--- config.mk ---
export PLATFORM = sky130hd
export DESIGN_NAME = imem_port_arbiter
export DESIGN_NICKNAME = d
export VERILOG_FILES = /design/src/rtl/imem_port_arbiter_pkg.sv /design/src/rtl/imem_port_arbiter_en_cnt.sv /design/src/rtl/imem_port_arbiter.sv
export SDC_FILE = /design/constraint.sdc
export NUM_CORES = 1
export LEC_CHECK = 0
export BUFFER_PORTS_ARGS = -buffer_cell sky130_fd_sc_hd__clkbuf_2
export CELL_PAD_IN_SITES_DETAIL_PLACEMENT = 1
export CELL_PAD_IN_SITES_GLOBAL_PLACEMENT = 1
export CORE_MARGIN = 3
export CORE_UTILIZATION = 24
export CTS_CLUSTER_SIZE = 25
export DETAILED_ROUTE_END_ITERATION = 12
export GPL_ROUTABILITY_DRIVEN = 0
export PLACE_DENSITY = 0.94
export RECOVER_POWER = 25
export SYNTH_ARGS = -nofsm -noshare
export SYNTH_HDL_FRONTEND = slang
export SYNTH_SLANG_ARGS = --single-unit
--- constraint.sdc ---
create_clock -name cpu_clk -period 2.25 [get_ports cpu_clk]
set_input_delay 0.1125 -clock cpu_clk [delete_from_list [all_inputs] [get_ports cpu_clk]]
set_output_delay 0.1125 -clock cpu_clk [all_outputs]
set_load 0.01 [all_outputs]
--- src/rtl/imem_port_arbiter_pkg.sv ---
// Shared types and constants for the ITCM port arbiter.
// Latency: n/a (declarations only).
// Backpressure: n/a.
package imem_port_arbiter_pkg;

    // Arbiter FSM states: fetch-priority, one-cycle ext fairness slot, ext locked ownership
    typedef enum logic [1:0] {
        S_FETCH = 2'd0,
        S_EXT   = 2'd1,
        S_LOCK  = 2'd2
    } arb_state_e;

    // Owner of the SRAM read issued last cycle, used to steer mem_rdata
    typedef enum logic [1:0] {
        RD_NONE  = 2'd0,
        RD_FETCH = 2'd1,
        RD_EXT   = 2'd2
    } rd_owner_e;

    // Width of the fetch/ext contention performance counter
    localparam int CONFLICT_CNT_W = 32;

endpackage

--- src/rtl/imem_port_arbiter_en_cnt.sv ---
// Saturating event counter: counts cycles where en is high.
// Latency: count visible one cycle after the enabled cycle.
// Backpressure: none; saturates at all-ones instead of wrapping.
module imem_port_arbiter_en_cnt
    import imem_port_arbiter_pkg::*;
#(
    parameter int W = CONFLICT_CNT_W
) (
    input  logic         cpu_clk,
    input  logic         cpu_rstn,
    input  logic         en,
    output logic [W-1:0] cnt
);

    logic [W-1:0] cnt_q;
    logic [W-1:0] cnt_d;

    // Increment on each enabled cycle, holding at the maximum value
    always_comb begin
        cnt_d = cnt_q;
        if (en && (cnt_q != {W{1'b1}})) begin
            cnt_d = cnt_q + W'(1);
        end
    end

    // Counter register
    always_ff @(posedge cpu_clk or negedge cpu_rstn) begin
        if (!cpu_rstn) begin
            cnt_q <= '0;
        end else begin
            cnt_q <= cnt_d;
        end
    end

    assign cnt = cnt_q;

endmodule

--- src/rtl/imem_port_arbiter.sv ---
// Shares the single-port ITCM between instruction fetch and an external (debug/loader) port.
// Latency: grant is combinational; read data returns one cycle after the grant.
// Backpressure: a denied fetch sees fetch_rvalid=0 and re-presents its PC; ext holds its beat until ext_gnt.
module imem_port_arbiter
    import imem_port_arbiter_pkg::*;
#(
    parameter int ADDR_WIDTH = 32,
    parameter int DATA_WIDTH = 32,
    parameter int MEM_AW     = 14,
    parameter int STARVE_MAX = 8
) (
    input  logic                      cpu_clk,
    input  logic                      cpu_rstn,
    input  logic                      dbg_mode,
    input  logic                      fetch_req,
    input  logic [ADDR_WIDTH-1:0]     fetch_addr,
    output logic                      fetch_rvalid,
    output logic [DATA_WIDTH-1:0]     fetch_rdata,
    input  logic                      ext_req,
    input  logic                      ext_we,
    input  logic                      ext_lock,
    input  logic [ADDR_WIDTH-1:0]     ext_addr,
    input  logic [DATA_WIDTH-1:0]     ext_wdata,
    input  logic [3:0]                ext_be,
    output logic                      ext_gnt,
    output logic                      ext_rvalid,
    output logic [DATA_WIDTH-1:0]     ext_rdata,
    output logic                      mem_cs,
    output logic                      mem_we,
    output logic [3:0]                mem_be,
    output logic [MEM_AW-1:0]         mem_addr,
    output logic [DATA_WIDTH-1:0]     mem_wdata,
    input  logic [DATA_WIDTH-1:0]     mem_rdata,
    output logic [CONFLICT_CNT_W-1:0] conflict_cnt
);

    localparam int                    STARVE_W   = $clog2(STARVE_MAX + 1);
    localparam logic [STARVE_W-1:0]   STARVE_LIM = STARVE_W'(STARVE_MAX);

    arb_state_e           state_q, state_d;
    rd_owner_e            rd_owner_q, rd_owner_d;
    logic [STARVE_W-1:0]  starve_q, starve_d;
    logic                 fetch_gnt;
    logic                 ext_gnt_c;

    // Byte-offset and out-of-ITCM address bits carry no meaning for the word-addressed macro
    logic unused_addr_bits;
    assign unused_addr_bits = ^{fetch_addr[ADDR_WIDTH-1:MEM_AW+2], fetch_addr[1:0],
                                ext_addr[ADDR_WIDTH-1:MEM_AW+2], ext_addr[1:0]};

    // Grant decision for the current cycle, driven by the registered arbitration state
    always_comb begin
        fetch_gnt = 1'b0;
        ext_gnt_c = 1'b0;
        case (state_q)
            S_FETCH: begin
                // dbg_mode is looked at combinationally so a halt takes effect immediately
                ext_gnt_c = ext_req && (dbg_mode || !fetch_req || (starve_q == STARVE_LIM));
                fetch_gnt = fetch_req && !ext_gnt_c;
            end
            S_EXT: begin
                fetch_gnt = fetch_req;
                ext_gnt_c = ext_req && !fetch_req;
            end
            S_LOCK: begin
                // The unlocking beat itself is still served; fetch waits one more cycle
                ext_gnt_c = ext_req;
            end
            default: begin
                fetch_gnt = 1'b0;
                ext_gnt_c = 1'b0;
            end
        endcase
    end

    // Next-state, starvation counter and read-owner tracking
    always_comb begin
        state_d = state_q;
        case (state_q)
            S_FETCH: begin
                if (ext_gnt_c) begin
                    state_d = ext_lock ? S_LOCK : S_EXT;
                end
            end
            S_EXT:   state_d = S_FETCH;
            S_LOCK:  state_d = (ext_req && ext_lock) ? S_LOCK : S_FETCH;
            default: state_d = S_FETCH;
        endcase

        starve_d = starve_q;
        if (ext_gnt_c) begin
            starve_d = '0;
        end else if (ext_req && (starve_q != STARVE_LIM)) begin
            starve_d = starve_q + STARVE_W'(1);
        end

        rd_owner_d = RD_NONE;
        if (fetch_gnt) begin
            rd_owner_d = RD_FETCH;
        end else if (ext_gnt_c && !ext_we) begin
            rd_owner_d = RD_EXT;
        end
    end

    // Arbitration state registers; reset drops any read in flight
    always_ff @(posedge cpu_clk or negedge cpu_rstn) begin
        if (!cpu_rstn) begin
            state_q    <= S_FETCH;
            starve_q   <= '0;
            rd_owner_q <= RD_NONE;
        end else begin
            state_q    <= state_d;
            starve_q   <= starve_d;
            rd_owner_q <= rd_owner_d;
        end
    end

    // SRAM request mux; all-zero when nobody is granted
    assign ext_gnt   = ext_gnt_c;
    assign mem_cs    = fetch_gnt || ext_gnt_c;
    assign mem_we    = ext_gnt_c && ext_we;
    assign mem_be    = (ext_gnt_c && ext_we)        ? ext_be :
                       (ext_gnt_c || fetch_gnt)     ? 4'hF   : 4'h0;
    assign mem_addr  = ext_gnt_c ? ext_addr[MEM_AW+1:2] :
                       fetch_gnt ? fetch_addr[MEM_AW+1:2] : '0;
    assign mem_wdata = (ext_gnt_c && ext_we) ? ext_wdata : '0;

    // Read return: data is shared, the valid tells each requester whether it is theirs
    assign fetch_rvalid = (rd_owner_q == RD_FETCH);
    assign ext_rvalid   = (rd_owner_q == RD_EXT);
    assign fetch_rdata  = mem_rdata;
    assign ext_rdata    = mem_rdata;

    imem_port_arbiter_en_cnt #(
        .W (CONFLICT_CNT_W)
    ) u_arb_conflict_cnt (
        .cpu_clk  (cpu_clk),
        .cpu_rstn (cpu_rstn),
        .en       (fetch_req && ext_req),
        .cnt      (conflict_cnt)
    );

endmodule

==> impl_results.md <==
* Worst-Skew Late Latency at 280 ps
* Total Routed Length at 9.491 mm
* Power per cell area at 593.9 mW/mm2
* Post-layout min period at 2112 ps
* FF-to-FF Start: u_arb_conflict_cnt.cnt[13]
* Number of nets in the final layout at 549
* H-Tree Depth at 2
* Starting density of the core at 24.78%
* Kind of cell adding the most delay to the critical path: buffers and inverters
* CTS tree: built
* Via count of the first global-routing pass at 2,692
* Crit path buffers/inverters at 3
* Worst Setup Start Kind: flip-flop
* GRT Total Usage at 13.59%
* Number of setup violations in the final report at 0
* Number of instances in the synthesized netlist at ~300
* Worst-case clock skew at 3.390 ps
* Leading register cell type out of synthesis: sky130_fd_sc_hd__dfrtp_1
* Type of the most critical hold path: input pin to flip-flop
* Share of synthesized registers carrying an async set or reset at 100.0%
* Global-route wire length before repair at ~14 mm
* Number of synthesized register bits at 40
* Seq. cell area at between 0.001 and 0.0015 mm2
* Ant diodes at 0
* Maximum number of pins on one net before global-route repair at 41
* Residual DRC at 0
* Net count after synthesis at 448
* Cell area after placement at 0.003372 mm2
* Count of max-cap constraint violations at 0
* Cell with the most instances after synthesis: sky130_fd_sc_hd__buf_4
* Average cell area after synthesis at 9.327 um2
* Horizontal die dimension at 115.1 um
* Count of flip-flops with a built-in enable after synthesis at 0
* CP Data Arrival Time at 2000 ps
* Highest cell delay on the worst timing path at 410 ps
* Multi-input logic area at 0.001311 mm2
* Sink count of the clock tree at 40
* Number of cells traversed by the worst register-to-register path at 6
* Most used standard cells in the synthesized netlist: sky130_fd_sc_hd__buf_4, sky130_fd_sc_hd__dfrtp_1, sky130_fd_sc_hd__and3_1
* Worst hold stages at 2
* First DRT Iteration DRCs at 156
* Layout Cells excl Fill at between 500 and 600
* I/O pin count at 290
* Slew headroom at 62.72%
* Final design instance area without fill at 0.003566 mm2
* Number of antenna violations at the first check in global routing at 0
* Final core utilization at 30.96%
* Gr ovfl total at 0
* 1st-pass router iterations at 4
* Setup crit end kind: output pin
* Worst min-delay path startpoint: ext_lock
* CP Cell Sequence: inv_1 -> ha_1 -> nand3b_1 -> a31oi_1 -> o21a_2 -> buf_12 -> and3_1 -> clkbuf_2
* Portion of the post-synthesis area used by sequential elements at between 30% and 40%
* Remaining antenna violation count at 0
* Yosys warning total at 0
* Final Max Tran Viols at 0
* Final sum of negative setup slack at 0 ps
* Number of cells on the critical path at 8
* Clock tree root buffer cell: sky130_fd_sc_hd__clkbuf_16
* Fraction of final layout cells with drive strength greater than 1 at a little under half
* Pleak at 1.947 nW
* Number of different library cells in the post-synthesis netlist at 39
* DPL Wire Length at around 7.7 mm
* Maximum buffer depth of the clock tree at 2
* Crit path max fanout at 33
* Fill cells at ~1.4k
* Count of endpoints failing hold in the final timing report at 0
* Routed length per placed instance at ~17 um
* Count of port buffers added during placement at 157
* Die height at ~120 um
* Cell at the slowest stage of the critical path: sky130_fd_sc_hd__dfrtp_1
* Clock Pin Slew Worst Setup and Hold Paths at 60 ps
* Maximum operating frequency at 473.4 MHz
* Count of vias placed by the detailed router at between 2k and 3k
* Post-route fraction of the period consumed by the critical path at 93.89%
* Layout-stage area growth over the synthesis result at 24.95%
* Placed cell count at 539
* Run status: finished, final reports clean
* Worst-Margin Slew at approximately 560 ps
* Crit path required time at around 2100 ps
* Die Footprint at 0.01324 mm2
* Cell area after synthesis at around 0.0029 mm2
* Number of clock buffers inserted by TritonCTS at 5
* Worst voltage drop across the vdd grid at 0.2093 mV
* Fraction of post-synthesis cell area in the top cell type by area at 35.07%
* Post-synth top area cell: sky130_fd_sc_hd__dfrtp_1
* FP Rows at 39
* Worst setup path category: flip-flop to output pin
* Start point of the critical path: starve_q[0]
* Largest cells by area after synthesis: sky130_fd_sc_hd__dfrtp_1, sky130_fd_sc_hd__buf_4, sky130_fd_sc_hd__and3_1
* Core area at 0.01152 mm2
* Via count normalized by instance count at approximately 4.7
logic make-up (layout without fill, tap and decap cells):
family / count (synthesis) / count (layout) / synth area share, %
flops: 40 / 40 / 35.07
fa+ha+maj: 3 / 3 / 1.315
buf+inv: 81 / 183 / 19.11
mux: 1 / 1 / 0.3945
compound gates: 31 / 31 / 9.908
simple gates: 117 / 117 / 24.07
xor+xnor: 33 / 33 / 10.13
final cells by class:
type	count	share of cell area, %
tap	143	5.018
clock buffer	6	3.895
multi-input combinational	185	36.77
timing repair buffer	170	25.30
inverter	5	0.5263
sequential	40	28.07
clock inverter	2	0.4211
where the power goes:
group          switching, mW  internal (mW)
Combinational          0.272          0.236
Sequential            0.0909          0.785
Clock                  0.293          0.441
metrics by stage:
| step | hold slack, ps | power (mW) | worst slack, ps |
|---|---|---|---|
| 6_report | 62.39 | 2.118 | 137.5 |
| 5_1_grt | 65.43 | 2.244 | -13.26 |
| 4_1_cts | 54.80 | 2.155 | 82.12 |
| 3_5_place_dp | 219.0 | 1.399 | 145.0 |
| 3_3_place_gp | 200.2 | 1.366 | 259.4 |
| 2_1_floorplan | -183.1 | 1.239 | 310.1 |
state kept, by name (all words and copies together) (netlist names):
register and flops:
starve_q 4, rd_owner_q 2, state_q 2, u_arb_conflict_cnt.cnt 32
final timing paths:
kind	endpoint	slack, ps
min	state_q[1]	60
min reg2reg	u_arb_conflict_cnt.cnt[31]	500
max in group asynchronous	u_arb_conflict_cnt.cnt[28]	1450
max reg2reg	u_arb_conflict_cnt.cnt[15]	160
min in group asynchronous	u_arb_conflict_cnt.cnt[8]	430
max	mem_wdata[5]	140
routing by layer:
layer / share of wire [%] / wire length (um) / up-vias / global-route usage, %
li1: - / - / 1207 / -
met1: 42 / 3988 / 1252 / 17.89
met2: 48 / 4602 / 97 / 20.29
met3: 8.6 / 816 / 8 / 5.000
met4: 0.89 / 84 / 0 / 5.164
met5: 0 / 0 / - / 0
repair_timing:
item	in CTS	in global routing
cloned	0	0
hold buffers	1	0
hold endpoints to repair	40	0
gates resized for setup	2	1
buffers inserted	1	2
setup endpoints to repair	51	20
pin swaps	1	1
cell usage in the layout (no fill, tap or decap), drive strengths merged, types with 4 or more instances in the layout:
master  count
and3       39
xor2        7
nand2      19
nand4      11
a22o       14
clkbuf    163
buf        12
o21a        5
nor4        5
inv         5
nand3      19
nor3        4
nor2        9
dfrtp      40
xnor2      26
No activity file was read; power rests on OpenSTA's default activity.
